<file path="src/rtl/iddmm_ctrl.sv">
// Sequencer for one iddmm_cal Montgomery multiply: clears the a RAM, walks the
// N x (N+1) i/j schedule with row gaps, qualifies write strobes and reports completion.
module iddmm_ctrl #(
    parameter int K        = 128,
    parameter int N        = 32,
    parameter int ADDR_W   = $clog2(N),
    parameter int ROW_GAP  = 20,
    parameter int WR_LAT   = 19,
    parameter int SUB_LAT  = 22,
    parameter int DONE_TMO = 64
) (
    input  logic              clk,
    input  logic              rst_n,
    input  logic              start,
    input  logic              abort,
    output logic              busy,
    output logic              done,
    output logic              err,
    output logic              res_sel,
    output logic [ADDR_W-1:0] i_cnt,
    output logic [ADDR_W:0]   j_cnt,
    output logic              iss_vld,
    output logic              a_clr_en,
    output logic [ADDR_W:0]   a_clr_addr,
    output logic              wr_qual,
    output logic              sub_qual,
    input  logic              cal_done,
    input  logic              cal_sign
);

    // One shared down-the-phase counter sized for the longest phase.
    localparam int M1    = (N + 1 > ROW_GAP) ? N + 1 : ROW_GAP;
    localparam int CMAX  = (M1 > DONE_TMO) ? M1 : DONE_TMO;
    localparam int CNT_W = $clog2(CMAX + 1);

    localparam logic [CNT_W-1:0]  CNT_N       = CNT_W'(N);
    localparam logic [CNT_W-1:0]  CNT_GAP_END = CNT_W'(ROW_GAP - 1);
    localparam logic [CNT_W-1:0]  CNT_TMO_END = CNT_W'(DONE_TMO - 2);
    localparam logic [ADDR_W-1:0] I_LAST      = ADDR_W'(N - 1);

    if (K < 1) begin : g_bad_k
        $error("iddmm_ctrl: K must be positive");
    end
    if (N < 2 || (N & (N - 1)) != 0) begin : g_bad_n
        $error("iddmm_ctrl: N must be a power of 2 and >= 2");
    end
    if (ROW_GAP < WR_LAT) begin : g_bad_gap
        $error("iddmm_ctrl: ROW_GAP must cover WR_LAT so a[j] lands before re-read");
    end
    if (DONE_TMO < 2) begin : g_bad_tmo
        $error("iddmm_ctrl: DONE_TMO must be >= 2");
    end

    typedef enum logic [2:0] {
        S_IDLE, S_CLEAR, S_ISSUE, S_GAP, S_DRAIN, S_FIN1, S_FIN2, S_ERR
    } state_t;

    state_t              state_q, state_d;
    logic [CNT_W-1:0]    cnt_q, cnt_d;
    logic [ADDR_W-1:0]   i_q, i_d;
    logic                res_sel_q, res_sel_d;
    logic [WR_LAT-1:0]   wr_sr_q, wr_sr_d;
    logic [SUB_LAT-1:0]  sub_sr_q, sub_sr_d;

    always_ff @(posedge clk or negedge rst_n) begin
        if (!rst_n) begin
            state_q   <= S_IDLE;
            cnt_q     <= '0;
            i_q       <= '0;
            res_sel_q <= 1'b0;
            wr_sr_q   <= '0;
            sub_sr_q  <= '0;
        end else begin
            state_q   <= state_d;
            cnt_q     <= cnt_d;
            i_q       <= i_d;
            res_sel_q <= res_sel_d;
            wr_sr_q   <= wr_sr_d;
            sub_sr_q  <= sub_sr_d;
        end
    end

    always_comb begin
        state_d   = state_q;
        cnt_d     = cnt_q;
        i_d       = i_q;
        res_sel_d = res_sel_q;
        unique case (state_q)
            S_IDLE: begin
                if (start) begin
                    state_d   = S_CLEAR;
                    cnt_d     = '0;
                    i_d       = '0;
                    res_sel_d = 1'b0;
                end
            end
            S_CLEAR: begin
                if (cnt_q == CNT_N) begin
                    state_d = S_ISSUE;
                    cnt_d   = '0;
                end else begin
                    cnt_d = cnt_q + 1'b1;
                end
            end
            S_ISSUE: begin
                if (cnt_q == CNT_N) begin
                    state_d = (i_q == I_LAST) ? S_DRAIN : S_GAP;
                    cnt_d   = '0;
                end else begin
                    cnt_d = cnt_q + 1'b1;
                end
            end
            S_GAP: begin
                if (cnt_q == CNT_GAP_END) begin
                    state_d = S_ISSUE;
                    cnt_d   = '0;
                    i_d     = i_q + 1'b1;
                end else begin
                    cnt_d = cnt_q + 1'b1;
                end
            end
            S_DRAIN: begin
                // cal_done wins over a timeout landing in the same cycle
                if (cal_done) begin
                    state_d = S_FIN1;
                end else if (cnt_q == CNT_TMO_END) begin
                    state_d = S_ERR;
                end else begin
                    cnt_d = cnt_q + 1'b1;
                end
            end
            S_FIN1: begin
                state_d   = S_FIN2;
                res_sel_d = cal_sign;
            end
            S_FIN2, S_ERR: state_d = S_IDLE;
            default:       state_d = S_IDLE;
        endcase
        if (abort) begin
            state_d   = S_IDLE;
            cnt_d     = '0;
            i_d       = '0;
            res_sel_d = res_sel_q;
        end
    end

    // Qualifier delay lines follow iss_vld only; abort drops any beats in flight.
    always_comb begin
        wr_sr_d  = abort ? '0 : WR_LAT'({wr_sr_q, iss_vld});
        sub_sr_d = abort ? '0 : SUB_LAT'({sub_sr_q, iss_vld});
    end

    always_comb begin
        busy       = (state_q != S_IDLE) && (state_q != S_FIN2) && (state_q != S_ERR);
        done       = (state_q == S_FIN2);
        err        = (state_q == S_ERR);
        iss_vld    = (state_q == S_ISSUE);
        a_clr_en   = (state_q == S_CLEAR);
        a_clr_addr = (state_q == S_CLEAR) ? cnt_q[ADDR_W:0] : '0;
        i_cnt      = i_q;
        j_cnt      = (state_q == S_ISSUE) ? cnt_q[ADDR_W:0] : '1;
        res_sel    = res_sel_q;
        wr_qual    = wr_sr_q[WR_LAT-1];
        sub_qual   = sub_sr_q[SUB_LAT-1];
    end

endmodule

</file>
<file path="config.mk">
export PLATFORM = sky130hd
export DESIGN_NAME = iddmm_ctrl
export DESIGN_NICKNAME = d
export VERILOG_FILES = /design/src/rtl/iddmm_ctrl.sv
export SDC_FILE = /design/constraint.sdc
export NUM_CORES = 1
export LEC_CHECK = 0
export ABC_AREA = 1
export BUFFER_PORTS_ARGS = -buffer_cell sky130_fd_sc_hd__buf_2
export CORE_ASPECT_RATIO = 1.2
export CORE_MARGIN = 2
export CORE_UTILIZATION = 60
export DETAILED_ROUTE_END_ITERATION = 8
export GPL_TIMING_DRIVEN = 0
export PLACE_DENSITY = 0.83
export SETUP_SLACK_MARGIN = 0.3
export SLEW_MARGIN = 10
export SYNTH_ARGS = -nofsm -noshare
export SYNTH_HDL_FRONTEND = slang
export SYNTH_SLANG_ARGS = --single-unit
export TNS_END_PERCENT = 30
</file>
<file path="constraint.sdc">
create_clock -name clk -period 2.79 [get_ports clk]
set_clock_uncertainty 0.15 [all_clocks]
set_input_delay 0.1395 -clock clk [delete_from_list [all_inputs] [get_ports clk]]
set_output_delay 0.1395 -clock clk [all_outputs]
set_load 0.05 [all_outputs]
</file>
==> results by group, run 1 <==
STA
  • Fin. Hold Viols: 0
  • Setup Viol. Count Final: 0
  • RSZ-0062 raised after global routing: no
  • Post-layout min period: 1850 ps
  • FMAX: 540 MHz
  • Post-route setup TNS: 0 ps
  • Relative slew slack: 0.465
  • Worst Max-Slew Pin Slew: 802 ps
  • Tcrit/Tclk final: 0.664
  • Slew Limit Fails: 0

Yosys
  • Sequential element share of the synthesized area: 0.459
  • Yosys warnings: 0
  • Post-Syn Instances: 268
  • Netlist cell types: 28
  • Synth Cell Area: 2070 µm²
  • Syn_nets: 279
  • Number of synthesized register bits: 38
  • Syn_area_per_cell: 7.73 µm²

Worst setup path
  • Crit path largest cell delay: 480 ps
  • Setup CP Type: reg2out
  • Worst-path fanout max: 8
  • Critical Path AT: 1560 ps
  • Data required, critical path: 2500 ps
  • Slowest stage cell, crit path: dfrtp_1
  • Critical Path Start Type: flop
  • Worst path cell trace: inv_1 > nand3_2 > inv_2 > buf_2
  • Reg2Reg Setup Slack: 980 ps
  • CP Capture Type: primary output

Clock network
  • H-tree depth: 2
  • CTS Root Cell: clkbuf_8
  • Clock transition at path regs: 70 ps
  • Post-CTS setup buffer count: 0
  • Sink Count: 38
  • Inserted Clock Buffers: 5
  • CTS tree: done
  • Worst-Skew Late Latency: 290 ps
  • Bufs on Longest Clock Path: 2

Placement
  • Post-DP HPWL: 3020 µm
  • Port buffer count: 30
  • RePlAce Congestion: 0.878
  • Placed cell area: 2270 µm²

Floorplan
  • Chip Width: 57.6 µm
  • Die H: 68.4 µm
  • Initial core utilization: 0.626
  • Core ar.: 3310 µm²
  • Top Ports: 31
  • Die area: 3940 µm²
  • Row count: 23

Global routing
  • Vias in the first global route: 1641
  • Initial antenna violation count: 0
  • Largest net degree at the start of global routing: 39
  • Global-route wire length before repair: 6890 µm
  • Gr usage total: 0.229
  • Total grt overflow: 0

Route
  • Wire length per cell: 11.7 µm
  • DRC viols: 0
  • Router iterations before antenna repair: 4
  • Routed Antenna Nets: 0
  • Via Count: 1716
  • Total Wirelength: 4020 µm
  • Vias/cell: 4.99
  • DR iter-0 viols: 65

Power and ir drop
  • Flop pwr share: 0.386
  • Leakage Power: 0.00130 µW
  • Peak VDD IR: 0.000705 V
  • Sw frac: 0.430
  • Pwr dens: 665 nW/µm²
  • Clock Power Share: 0.220
  • Psw: 677 µW
  • Comb pwr share: 0.394
  • Pint: 897 µW

Run status
  • Outcome: finished, final reports clean

Layout
  • Cell area after layout: 2370 µm²
  • Fill cells: 284
  • Share of layout cells above drive strength 1: 0.208
  • Layout area overhead: 14.3%
  • Number of diodes: 0
  • Final nets: 318

Job
  • Max_cap viols: 0

Hold path
  • Hold Path Class: in2reg
cells by family after synthesis:
family	Yosys count	synth area share
DFF	38	0.459
and+or+nand+nor	145	0.328
xor gates and xnor gates	3	0.0127
muxes	1	0.00483
AOI/OAI and AO/OA	17	0.0502
adders and majority gates	5	0.0302
buffers and inverters	59	0.115
layout make-up:
class	count	area, µm²	area share
clock inverter	2	10.0	0.00423
timing repair buffer	32	170	0.0719
sequential	38	951	0.402
tap	37	46.3	0.0196
buffer	6	36.3	0.0153
clock buffer	5	68.8	0.0291
inverter	53	201	0.0851
multi-input combinational	171	882	0.373
critical path: cells and delay by family, from the launching register on:
family | cells | cell delay (ps)
flops | 1 | 480
simple gates | 1 | 150
buf+inv | 3 | 630
through the flow:
stage	setup WS, ps	utilization	cells	hold WS [ps]	total power (µW)
after detailed placement	1000	0.685	335	122	1230
after floorplan	951	-	268	-306	1100
after CTS	943	0.715	344	53.6	1590
final	937	0.715	344	60.2	1570
after global routing	820	0.715	344	99.0	1670
after global placement	1020	0.685	335	121	1230
registers in the layout, summed over array words and instances (netlist names):
name	cells
sub_sr_q	22
i_cnt	5
res_sel	1
state_q	3
cnt_q	7
cells in the final DEF (no fill, tap or decap), types with 2 or more instances in the layout:
master and instances:
dlygate4sd3_1 2, nor2_2 5, nor2_4 3, inv_1 51, dfrtp_1 38, o21ai_0 7
nor2_1 39, ha_1 5, clkbuf_1 2, buf_2 33, o22ai_1 2, nand3_2 3
clkbuf_8 6, nand2_2 6, nand3_1 25, nand4_1 5, nand2_1 56, a21oi_1 4
xor2_1 3, clkinv_2 2
worst paths after layout:
path | start | end | depth (start not counted)
min | start | res_sel | 4
max in group asynchronous | rst_n | sub_sr_q[2] | 2
max | state_q[0] | iss_vld | 4
min in group asynchronous | rst_n | sub_sr_q[6] | 2
min reg2reg | sub_sr_q[14] | sub_sr_q[15] | 2
max reg2reg | cnt_q[1] | state_q[1] | 10
power by group through the flow:
stage                     clock, µW  combinational, µW  sequential (µW)
after detailed placement          0                615              618
after CTS                       359                620              607
after global routing            377                686              612
after global placement            0                611              616
after floorplan                   0                480              621
final                           347                620              607
synthesized netlist by cell type:
cell	number	area, µm²
nand2_1	56	210
inv_1	51	191
nor2_1	39	146
dfrtp_1	38	951
nand3_1	25	125
o21ai_0	7	35.0
nand2_2	6	37.5
ha_1	5	62.6
nand4_1	5	31.3
nor2_2	5	31.3
a21oi_1	4	20.0
buf_2	3	15.0
nand3_2	3	30.0
nor2_4	3	33.8
xor2_1	3	26.3
clkbuf_1	2	7.51
o22ai_1	2	12.5
a21oi_4	1	16.3
a31oi_1	1	6.26
clkbuf_8	1	13.8
inv_2	1	3.75
inv_4	1	6.26
mux2i_1	1	10.0
nand2_4	1	11.3
nand3_4	1	17.5
nor3_1	1	5.00
o21ai_1	1	5.00
o21ai_2	1	8.76
repair_timing:
action	4_1_cts	5_1_grt
hold endpoints to repair	39	0
gates resized for setup	0	0
hold buffers	2	0
routing by layer:
layer | vias up | GRT usage | share of wire
met1 | 779 | 0.264 | 0.45
met2 | 38 | 0.398 | 0.48
met3 | 9 | 0.0529 | 0.048
met5 | - | 0 | 0
met4 | 0 | 0.119 | 0.021
li1 | 890 | - | -
No activity file was read; power rests on OpenSTA's default activity.
==> run 2: changes to the inputs <==
CORE_UTILIZATION = 51   (was 60)
PLACE_DENSITY = 0.75   (was 0.83)
clock period = 1.6 ns   (was 2.79 ns; I/O delays follow)
==> run 2 against run 1 <==
Register-to-register slack lost 1100 ps. Utilization grew 5.7 points. Count of clock-buffer cells in the layout grew 1. Design area grew 28%. Worst hold slack lost 25 ps. Largest power group unchanged. The flow now finishes with violations (setup timing). Sequential share of layout area shrank 8.4 points. Critical path depth grew 7. Global-route usage shrank 0.49 points. Die area grew 16%. Combinational power grew to 2.8 times the previous value. First-iteration DRC count grew 54%. Cell count grew 12%.
==> results by group, run 2 (synthesized netlist as in run 1, its figures left out) <==
Run status
  • Outcome: finished, violations left (was finished, final reports clean)
  • Failing checks: setup timing

Placement
  • Port buffer count: 30 (unchanged)
  • RePlAce Congestion: 0.873 (was 0.878)
  • Placed cell area: 2350 µm² (was 2270 µm²)
  • Pre-CTS WS: -201 ps (was 1000 ps)
  • Post-DP HPWL: 3150 µm (was 3020 µm)

Route
  • Routed Antenna Nets: 0 (unchanged)
  • Vias/cell: 5.14 (was 4.99)
  • Wire length per cell: 14.2 µm (was 11.7 µm)
  • Router iterations before antenna repair: 4 (unchanged)
  • DRC viols: 0 (unchanged)
  • Total Wirelength: 5440 µm (was 4020 µm)
  • DR iter-0 viols: 100 (was 65)
  • Via Count: 1972 (was 1716)

Global routing
  • Met2 track demand over resource: 0.425 (was 0.398)
  • Busiest metal layer after global routing: met2 (unchanged)
  • Vias in the first global route: 1844 (was 1641)
  • Global-route wire length before repair: 8080 µm (was 6890 µm)
  • Largest net degree at the start of global routing: 39 (unchanged)
  • Initial antenna violation count: 0 (unchanged)
  • M1 GR Usage: 0.256 (was 0.264)
  • Total grt overflow: 0 (unchanged)
  • Gr usage total: 0.225 (was 0.229)
  • Met3 Use GR: 0.0368 (was 0.0529)

Power and ir drop
  • Sw frac: 0.399 (was 0.430)
  • Psw: 1520 µW (was 677 µW)
  • Pwr dens: 1260 nW/µm² (was 665 nW/µm²)
  • Flop pwr share: 0.287 (was 0.386)
  • Power after layout: 3810 µW (was 1570 µW)
  • Pint: 2290 µW (was 897 µW)
  • Clock Power Share: 0.263 (was 0.220)
  • Peak VDD IR: 0.000856 V (was 0.000705 V)
  • Comb pwr share: 0.449 (was 0.394)
  • Leakage Power: 0.00146 µW (was 0.00130 µW)

Layout
  • Commonest non-fill, non-tap cell in the layout: nand2_1 (unchanged)
  • Cell area after layout: 3020 µm² (was 2370 µm²)
  • Largest register FFs: 22 (unchanged)
  • Commonest cells after routing, fill and taps aside: nand2_1, inv_1, dfrtp_1 (was nand2_1, inv_1, nor2_1)
  • Share of layout cells above drive strength 1: 0.424 (was 0.208)
  • Layout area overhead: 45.8% (was 14.3%)
  • Final nets: 340 (was 318)
  • Fill cells: 262 (was 284)
  • Reg with most FFs: sub_sr_q (unchanged)
  • Number of diodes: 0 (unchanged)
  • Fin util: 0.772 (was 0.715)

Clock network
  • H-tree depth: 2 (unchanged)
  • Clock transition at path regs: 70 ps (about the same)
  • Inserted Clock Buffers: 5 (unchanged)
  • Bufs on Longest Clock Path: 2 (unchanged)
  • Worst-Skew Late Latency: 290 ps (about the same)
  • CTS Root Cell: clkbuf_8 (unchanged)
  • Sink Count: 38 (unchanged)
  • CTS tree: done (unchanged)

STA
  • Tcrit/Tclk final: 1.05
  • Fin. Hold Viols: 0 (unchanged)
  • Worst Max-Slew Pin Slew: 512 ps (was 802 ps)
  • RSZ-0062 raised after global routing: yes (was no)
  • Post-layout min period: 1680 ps
  • Slew Limit Fails: 0 (unchanged)
  • Setup Viol. Count Final: 22 (was 0)
  • Worst setup margin: -82.9 ps (was 937 ps)
  • Relative slew slack: 0.659 (was 0.465)
  • FMAX: 594 MHz

Hold path
  • Hold path cells: 3 (was 4)
  • Hold path startpoint: abort (was start)
  • Worst hold path endpoint: sub_sr_q[21] (was res_sel)
  • Hold Path Class: in2reg (unchanged)

Worst setup path
  • Critical Path AT: 1720 ps (was 1560 ps)
  • Reg2Reg Setup Slack: -80 ps (was 980 ps)
  • Data required, critical path: 1630 ps (was 2500 ps)
  • R2R cell count: 11 (was 10)
  • Setup CP Type: reg2reg (was reg2out)
  • Worst-path fanout max: 4 (was 8)
  • CP Capture Type: flop (was primary output)
  • Reg2reg end: state_q[0] (was state_q[1])
  • Critical Path Start Type: flop (unchanged)
  • Worst R2R Start: cnt_q[1] (unchanged)

Job
  • Max_cap viols: 0 (unchanged)

Floorplan
  • Die area: 4590 µm² (was 3940 µm²)
  • Top Ports: 31 (unchanged)
  • Core ar.: 3910 µm² (was 3310 µm²)
  • Initial core utilization: 0.530 (was 0.626)
  • Die H: 73.8 µm (was 68.4 µm)
  • Chip Width: 62.2 µm (was 57.6 µm)
  • Row count: 25 (was 23)
run 2: cell types whose count changed in the layout (fill, tap and decap cells not counted), sizes merged:
cell / change
dlygate4sd3: +1
clkbuf: +3
clkinv: -2
bufinv: +2
buf: +18
a21oi: +1
run 2: layout make-up:
type                            count  area (µm²)  area share
Multi-Input combinational cell    172        1160       0.383
Sequential cell                    38         960       0.318
Timing Repair Buffer               53         433       0.143
Inverter                           53         211      0.0700
Clock buffer                        6        82.6      0.0274
Tap cell                           54        67.6      0.0224
Clock inverter                      2        60.1      0.0199
Buffer                              6        47.5      0.0157
run 2: layer usage:
layer,share of wire,wire [µm]
met2,0.56,3070
met3,0.038,205
met5,0,0
met1,0.37,2030
met4,0.025,138
run 2: worst max-delay path by stage:
stage               startpoint             to  slack [ps]  depth (start not counted)
finish                cnt_q[1]     state_q[0]         -80                         11
global route          i_cnt[0]     state_q[2]        -170                          8
CTS                 state_q[1]  a_clr_addr[5]         -40                          5
detailed placement    cnt_q[0]       cnt_q[4]        -200                         10
global placement      cnt_q[1]     state_q[1]        -180                         10
floorplan             i_cnt[0]     state_q[2]           4                          8
run 2: through the flow:
stage                     std cells  TNS [ps]  hold WS, ps
after floorplan                 268         0         -366
after global placement          352     -1800         68.2
after detailed placement        352     -2220         66.9
after CTS                       375      -403         12.2
after global routing            384     -2140         47.1
final                           384      -515         34.7
run 2: repair_timing:
action / CTS / global route
hold buffers: 3 / 0
buffers inserted: 11 / 9
gates resized for setup: 53 / 47
pin swaps: 13 / 24
cloned: 1 / 0
setup endpoints to repair: 33 / 39
hold endpoints to repair: 39 / 0
run 2: worst max-delay path: stages (launching register included):
cell and delay (ps):
dfrtp_2 460, inv_2 100, ha_4 140, nand2_2 50, inv_2 60, nand3_4 70
nand2_4 90, nor2_4 50, nor2_4 160, nand2_4 90, nand2_2 90, nand2_2 50
run 2: power by group through the flow:
stage | Sequential, µW | Combinational (µW) | Clock [µW]
2_1_floorplan | 1090 | 885 | 0
3_3_place_gp | 1080 | 1120 | 0
3_5_place_dp | 1080 | 1130 | 0
4_1_cts | 1080 | 1370 | 1030
5_1_grt | 1100 | 1800 | 1070
6_report | 1090 | 1710 | 1000
